### config.mk
export PLATFORM = sky130hd
export DESIGN_NAME = regfile_dump_ctrl_flat
export DESIGN_NICKNAME = d
export VERILOG_FILES = /design/src/rtl/regfile_dump_ctrl_if.sv /design/src/rtl/regfile_dump_ctrl.sv /design/src/flat_wrapper.sv
export SDC_FILE = /design/constraint.sdc
export NUM_CORES = 1
export LEC_CHECK = 0
export ABC_AREA = 1
export CAP_MARGIN = 20
export CELL_PAD_IN_SITES_DETAIL_PLACEMENT = 1
export CELL_PAD_IN_SITES_GLOBAL_PLACEMENT = 1
export CORE_AREA = 2 2 82 84
export DETAILED_ROUTE_END_ITERATION = 7
export DIE_AREA = 0 0 84 86
export PLACE_DENSITY_LB_ADDON = 0.1
export SYNTH_ARGS = -nofsm -noshare
export SYNTH_HDL_FRONTEND = slang
export SYNTH_SLANG_ARGS = --single-unit
### constraint.sdc
create_clock -name clk -period 2.1 [get_ports clk]
set_clock_uncertainty 0.2 [all_clocks]
set_input_delay 0.21 -clock clk [delete_from_list [all_inputs] [get_ports clk]]
set_output_delay 0.21 -clock clk [all_outputs]
set_load 0.02 [all_outputs]
### src/rtl/regfile_dump_ctrl_if.sv
// Purpose : debug register-dump bus between the debug unit (master) and the
//           dump sequencer (slave): start/abort control, rs read port, byte stream.
// Ports   : i_start/i_abort control, i_reg_data/o_reg_addr rs read port,
//           o_tx_data/o_tx_valid/i_tx_ready byte stream, o_busy/o_done status.
interface regfile_dump_ctrl_if #(
  parameter int ADDR_WIDTH = 5,
  parameter int DATA_WIDTH = 32
);
  logic                  i_start;
  logic                  i_abort;
  logic [DATA_WIDTH-1:0] i_reg_data;
  logic                  i_tx_ready;
  logic [ADDR_WIDTH-1:0] o_reg_addr;
  logic [7:0]            o_tx_data;
  logic                  o_tx_valid;
  logic                  o_busy;
  logic                  o_done;

  // Debug unit / register file / UART side
  modport master (
    output i_start, i_abort, i_reg_data, i_tx_ready,
    input  o_reg_addr, o_tx_data, o_tx_valid, o_busy, o_done
  );

  // Dump sequencer side
  modport slave (
    input  i_start, i_abort, i_reg_data, i_tx_ready,
    output o_reg_addr, o_tx_data, o_tx_valid, o_busy, o_done
  );
endinterface

### src/rtl/regfile_dump_ctrl.sv
// Purpose     : walks the register file through the rs read port and streams every
//               register MSB byte first onto a byte-wide valid/ready link.
// Latency     : 6 cycles per register with the sink always ready (ADDR, LOAD, 4 bytes).
// Backpressure: holds o_tx_data/o_tx_valid stable while i_tx_ready is low.
// Ports       : clk, i_rst_n (async active-low), bus (slave modport of regfile_dump_ctrl_if).
module regfile_dump_ctrl #(
  parameter int NUM_REGS   = 32,
  parameter int ADDR_WIDTH = 5,
  parameter int DATA_WIDTH = 32
) (
  input  logic               clk,
  input  logic               i_rst_n,
  regfile_dump_ctrl_if.slave bus
);

  localparam int BYTES_PER_REG = DATA_WIDTH / 8;
  localparam int BC_W          = (BYTES_PER_REG > 1) ? $clog2(BYTES_PER_REG) : 1;

  localparam logic [2:0] S_IDLE = 3'd0;
  localparam logic [2:0] S_ADDR = 3'd1;
  localparam logic [2:0] S_LOAD = 3'd2;
  localparam logic [2:0] S_SEND = 3'd3;
  localparam logic [2:0] S_DONE = 3'd4;

  logic [2:0]            state;
  logic [ADDR_WIDTH-1:0] idx;
  logic [BC_W-1:0]       byte_cnt;
  logic [DATA_WIDTH-1:0] shift_reg;

  logic last_byte;
  logic last_reg;

  assign last_byte = (byte_cnt == BC_W'(BYTES_PER_REG - 1));
  assign last_reg  = (idx == ADDR_WIDTH'(NUM_REGS - 1));

  always_ff @(posedge clk or negedge i_rst_n) begin
    if (!i_rst_n) begin
      state     <= S_IDLE;
      idx       <= '0;
      byte_cnt  <= '0;
      shift_reg <= '0;
    end else if (state == S_IDLE) begin
      // Start beats abort here; abort alone is a no-op.
      if (bus.i_start) begin
        state <= S_ADDR;
        idx   <= '0;
      end
    end else if (bus.i_abort) begin
      // Abort overrides every transition, even a byte accepted this cycle.
      state    <= S_IDLE;
      idx      <= '0;
      byte_cnt <= '0;
    end else begin
      case (state)
        // Register file reads on negedge; give the new address a full cycle.
        S_ADDR: state <= S_LOAD;
        S_LOAD: begin
          shift_reg <= bus.i_reg_data;
          byte_cnt  <= '0;
          state     <= S_SEND;
        end
        S_SEND: begin
          if (bus.i_tx_ready) begin
            shift_reg <= shift_reg << 8;
            byte_cnt  <= byte_cnt + 1'b1;
            if (last_byte) begin
              if (last_reg) begin
                state <= S_DONE;
              end else begin
                idx   <= idx + 1'b1;
                state <= S_ADDR;
              end
            end
          end
        end
        S_DONE: begin
          idx   <= '0;
          state <= S_IDLE;
        end
        default: state <= S_IDLE;
      endcase
    end
  end

  assign bus.o_reg_addr = idx;
  assign bus.o_tx_data  = shift_reg[DATA_WIDTH-1 -: 8];
  assign bus.o_tx_valid = (state == S_SEND);
  assign bus.o_busy     = (state != S_IDLE);
  assign bus.o_done     = (state == S_DONE);

endmodule

### src/flat_wrapper.sv
// flat-port wrapper written by rule: the top's interface ports become plain ports
module regfile_dump_ctrl_flat 
#(
  parameter int NUM_REGS   = 32,
  parameter int ADDR_WIDTH = 5,
  parameter int DATA_WIDTH = 32
)
  (clk, i_rst_n, bus_i_start, bus_i_abort, bus_i_reg_data, bus_i_tx_ready, bus_o_reg_addr, bus_o_tx_data, bus_o_tx_valid, bus_o_busy, bus_o_done);
  regfile_dump_ctrl_if #(.ADDR_WIDTH(ADDR_WIDTH), .DATA_WIDTH(DATA_WIDTH)) bus_i ();
  input  logic clk;
  input  logic i_rst_n;
  input wire logic [$bits(bus_i.i_start)-1:0] bus_i_start;
  input wire logic [$bits(bus_i.i_abort)-1:0] bus_i_abort;
  input wire logic [$bits(bus_i.i_reg_data)-1:0] bus_i_reg_data;
  input wire logic [$bits(bus_i.i_tx_ready)-1:0] bus_i_tx_ready;
  output wire logic [$bits(bus_i.o_reg_addr)-1:0] bus_o_reg_addr;
  output wire logic [$bits(bus_i.o_tx_data)-1:0] bus_o_tx_data;
  output wire logic [$bits(bus_i.o_tx_valid)-1:0] bus_o_tx_valid;
  output wire logic [$bits(bus_i.o_busy)-1:0] bus_o_busy;
  output wire logic [$bits(bus_i.o_done)-1:0] bus_o_done;
  assign bus_i.i_start = bus_i_start;
  assign bus_i.i_abort = bus_i_abort;
  assign bus_i.i_reg_data = bus_i_reg_data;
  assign bus_i.i_tx_ready = bus_i_tx_ready;
  assign bus_o_reg_addr = bus_i.o_reg_addr;
  assign bus_o_tx_data = bus_i.o_tx_data;
  assign bus_o_tx_valid = bus_i.o_tx_valid;
  assign bus_o_busy = bus_i.o_busy;
  assign bus_o_done = bus_i.o_done;
  regfile_dump_ctrl #(.NUM_REGS(NUM_REGS), .ADDR_WIDTH(ADDR_WIDTH), .DATA_WIDTH(DATA_WIDTH)) u_core (.clk(clk), .i_rst_n(i_rst_n), .bus(bus_i));
endmodule
==> metrics.txt <==
# TYPE chip_impl_metric gauge
chip_impl_metric{name="final_min_period_over_clock_period",unit=""} 0.952
chip_impl_metric{name="slew-limit-headroom",unit=""} 0.662
chip_impl_metric{name="buffer_ports.inserted",unit=""} 52
chip_impl_metric{name="worstSkewPairLatency",unit="ns"} 0.29
chip_impl_metric{name="totalPowerFinal",unit="W"} 0.00355
chip_impl_metric{name="netlist_instances",unit=""} 261
chip_impl_metric{name="synth-compound-area-share",unit=""} 0.162
chip_impl_metric{name="ys_ff_latch",unit=""} 42
chip_impl_metric{name="drt-wirelength-per-cell",unit="µm"} 12.9
chip_impl_info{name="synth_flop_cell",value="sky130_fd_sc_hd__dfrtp_1"} 1
chip_impl_metric{name="power.sequential.fraction",unit=""} 0.368
chip_impl_metric{name="power_report.internal_total",unit="W"} 0.00211
chip_impl_metric{name="grt_usage",unit=""} 0.146
chip_impl_metric{name="tightest_pin_transition",unit="ns"} 0.508
chip_impl_metric{name="cap_viol_max_count",unit=""} 0
chip_impl_info{name="status",value="complete, no violations"} 1
chip_impl_metric{name="wirelength",unit="mm"} 4.97
chip_impl_metric{name="seq_area_frac_synth",unit=""} 0.474
chip_impl_metric{name="ys.warnings.count",unit=""} 0
chip_impl_metric{name="clock_power_share",unit=""} 0.154
chip_impl_metric{name="power.ir.vdd_worst",unit="µV"} 589
chip_impl_metric{name="clock_sinks",unit=""} 42
chip_impl_metric{name="fin_nets",unit=""} 348
chip_impl_metric{name="timing.final.setup_violations",unit=""} 0
chip_impl_metric{name="yosys.area_share.xor_xnor",unit=""} 0
chip_impl_metric{name="cp_slowest_stage_delay",unit="ns"} 0.55
chip_impl_metric{name="antenna_left",unit=""} 0
chip_impl_metric{name="placement.cell_area",unit="µm²"} 2760
chip_impl_metric{name="asyncSetResetFlopFracSynth",unit=""} 1.00
chip_impl_info{name="timing.setup.critical_path_class",value="flip-flop to primary output"} 1
chip_impl_metric{name="die_width",unit="µm"} 84
chip_impl_info{name="rsz0062_at_grt",value="no"} 1
chip_impl_metric{name="cts.clk_slew.worst_paths",unit="ns"} 0.08
chip_impl_metric{name="cts_inserted_buffers",unit=""} 5
chip_impl_info{name="cp_slowest_cell",value="sky130_fd_sc_hd__clkdlybuf4s50_1"} 1
chip_impl_metric{name="remaining_drc_errors",unit=""} 0
chip_impl_metric{name="largest_register_ffs",unit=""} 32
chip_impl_info{name="worstPathCellList",value="nor2_1, nand2_2, clkdlybuf4s50_1"} 1
chip_impl_metric{name="fin_tns_setup",unit="ns"} 0
chip_impl_metric{name="antennaDiodeCount",unit=""} 0
chip_impl_metric{name="r2r_cell_count",unit=""} 9
chip_impl_info{name="start_kind",value="flip-flop"} 1
chip_impl_metric{name="reported_net_switching_power",unit="W"} 0.00145
chip_impl_info{name="synth.most_common_cell",value="sky130_fd_sc_hd__nand2_1"} 1
chip_impl_metric{name="clk_path_buf_depth",unit=""} 2
chip_impl_metric{name="netSwitchingFraction",unit=""} 0.407
chip_impl_info{name="hp-class",value="input pin to async pin"} 1
chip_impl_metric{name="placementRows",unit=""} 29
chip_impl_info{name="path_delay_family",value="buffers and inverters"} 1
chip_impl_metric{name="gp_routability_congestion",unit=""} 0.874
chip_impl_info{name="synth_top_family_by_area",value="simple AND/OR/NAND/NOR gates"} 1
chip_impl_metric{name="grt_first_pass_wirelength",unit="mm"} 8.49
chip_impl_info{name="yosys-top-cells-area",value="sky130_fd_sc_hd__dfrtp_1 (47%), sky130_fd_sc_hd__nand2_1 (10%), sky130_fd_sc_hd__nor2_1 (5.2%), sky130_fd_sc_hd__inv_1 (4.1%), sky130_fd_sc_hd__a21oi_2 (3.2%)"} 1
chip_impl_info{name="most_used_standard_cells_in_the_synthesized_netlist",value="sky130_fd_sc_hd__nand2_1 (59), sky130_fd_sc_hd__dfrtp_1 (42), sky130_fd_sc_hd__nor2_1 (31)"} 1
chip_impl_metric{name="final_design_area_no_fill",unit="µm²"} 2880
chip_impl_metric{name="cts-htree-levels",unit=""} 2
chip_impl_metric{name="layout-drive-gt1-share",unit=""} 0.139
chip_impl_metric{name="synth.cell_area",unit="µm²"} 2220
chip_impl_metric{name="cp_data_arrival_time",unit="ns"} 1.59
chip_impl_metric{name="dp.final_hpwl",unit="mm"} 3.69
chip_impl_metric{name="initial_utilization",unit=""} 0.353
chip_impl_metric{name="r2r_setup_slack",unit="ns"} 0.23
chip_impl_info{name="cts_tree",value="yes"} 1
chip_impl_metric{name="path_buf_inv",unit=""} 1
chip_impl_metric{name="detailedRoute.firstIterationViolations",unit=""} 43
chip_impl_metric{name="coreArea",unit="µm²"} 6280
chip_impl_info{name="cts_root_buffer",value="sky130_fd_sc_hd__clkbuf_8"} 1
chip_impl_metric{name="route.vias.total",unit=""} 1816
chip_impl_metric{name="final_core_utilization",unit=""} 0.458
chip_impl_metric{name="critical_path.max_fanout",unit=""} 5
chip_impl_metric{name="avgViaCountPerCell",unit=""} 4.70
chip_impl_metric{name="drt_pre_antenna_iters",unit=""} 4
chip_impl_metric{name="fmaxAchievable",unit="MHz"} 500
chip_impl_metric{name="first_global_vias",unit=""} 1786
chip_impl_metric{name="final_hold_viol_count",unit=""} 0
chip_impl_metric{name="antenna_found_initial",unit=""} 0
chip_impl_metric{name="postSynthAreaPerCell",unit="µm²"} 8.50
chip_impl_metric{name="lkg_pwr",unit="nW"} 1.27
chip_impl_metric{name="design.die.area",unit="µm²"} 7220
chip_impl_metric{name="largest_net_degree_at_the_start_of_global_routing",unit=""} 34
chip_impl_metric{name="timing_max_transition_violations_final",unit=""} 0
chip_impl_metric{name="crit_required",unit="ns"} 1.69
chip_impl_metric{name="synth_enable_flop_cells",unit=""} 0
chip_impl_metric{name="area_fraction_in_and_or_nand_and_nor_cells_after_synthesis",unit=""} 0.230
chip_impl_metric{name="yosys.area_share.adder",unit=""} 0.0169
chip_impl_metric{name="muxShareOfSynthArea",unit=""} 0
chip_impl_metric{name="die_h",unit="µm"} 86
chip_impl_metric{name="global_route.overflow_total",unit=""} 0
chip_impl_info{name="kind_of_capture_point_of_the_worst_setup_path",value="primary output"} 1
chip_impl_metric{name="power.density",unit="nW/µm²"} 1240
chip_impl_info{name="synth_area_leader_cell",value="sky130_fd_sc_hd__dfrtp_1"} 1
chip_impl_metric{name="area_overhead_vs_synth",unit="%"} 29.7
chip_impl_metric{name="timing.critical_path.depth",unit=""} 3
chip_impl_metric{name="min_period",unit="ns"} 2.00
chip_impl_metric{name="synth_cell_types",unit=""} 27
chip_impl_metric{name="netlist.area_leader.share",unit=""} 0.474
chip_impl_metric{name="power.combinational.fraction",unit=""} 0.477
chip_impl_metric{name="io_pins",unit=""} 53
chip_impl_metric{name="synth.net_count",unit=""} 301
-- per-stage QoR --
stage          cells  worst slack, ns  hold slack (ns)
2_1_floorplan    261            0.320           -0.286
3_3_place_gp     376            0.184           0.0143
3_5_place_dp     376            0.175           0.0144
4_1_cts          386           0.0667            0.228
5_1_grt          386           0.0195            0.254
6_report         386            0.100            0.210
-- power groups by stage --
| stage | Combinational [W] | Clock (W) | Sequential (W) |
|---|---|---|---|
| floorplan | 0.00127 | 0 | 0.00131 |
| global route | 0.00192 | 0.000606 | 0.00135 |
| CTS | 0.00173 | 0.000571 | 0.00131 |
| global placement | 0.00168 | 0 | 0.00131 |
| detailed placement | 0.00170 | 0 | 0.00133 |
| finish | 0.00170 | 0.000549 | 0.00131 |
-- what timing repair did --
action / 4_1_cts / 5_1_grt
pin swaps: 1 / 0
gates resized for setup: 0 / 1
setup endpoints to repair: 1 / 1
buffers inserted: 1 / 0
hold endpoints to repair: 19 / 0
hold buffers: 1 / 0
-- final timing paths --
| kind | startpoint | endpoint |
|---|---|---|
| max | u_core.state[0]$_DFFE_PN0P_ | bus_o_busy |
| min | i_rst_n | u_core.state[2]$_DFFE_PN0P_ |
| max reg2reg | u_core.bus.o_reg_addr[0]$_DFFE_PN0P_ | u_core.bus.o_reg_addr[3]$_DFFE_PN0P_ |
| min reg2reg | u_core.byte_cnt[1]$_DFFE_PN0P_ | u_core.byte_cnt[1]$_DFFE_PN0P_ |
| max in group asynchronous | i_rst_n | u_core.byte_cnt[0]$_DFFE_PN0P_ |
| min in group clk | bus_i_reg_data[0] | u_core.shift_reg[0]$_DFFE_PN0P_ |
-- cells by family after synthesis --
kind of cell | after synthesis
buf+inv | 48
simple gates | 113
compound gates | 55
flops | 42
fa+ha+maj | 3
-- layout by cell type (no fill, tap or decap), drive strengths merged --
cell type      synthesis  final
nand2                 61     61
clkdlybuf4s50          0     50
dfrtp                 42     42
nor2                  34     34
inv                   27     27
o21ai                 24     24
nand3                 15     15
a31oi                 11     11
a21oi                  9      9
buf                   21      9
clkbuf                 0      6
o21bai                 5      5
o211ai                 5      5
ha                     3      3
nand4                  1      1
nand3b                 1      1
o21a                   1      1
nor3b                  1      1
clkinv                 0      1
clkinvlp               0      1
dlygate4sd3            0      1
dlymetal6s2s           0      1
-- cell type report --
class | count | area (µm²)
clock buffers | 6 | 82.6
well taps | 77 | 96.3
multi-input cells | 171 | 907
fillers | 759 | 3400
inverters | 27 | 101
flip-flops and latches | 42 | 1050
clock inverters | 2 | 12.5
repair buffers | 61 | 626
-- metal layers --
metal | part of all wire | track usage
met1 | 0.50 | 0.201
met2 | 0.45 | 0.236
met3 | 0.039 | 0.0337
met4 | 0.0095 | 0.0352
met5 | 0 | 0
Power figures use the tool's default switching activity.
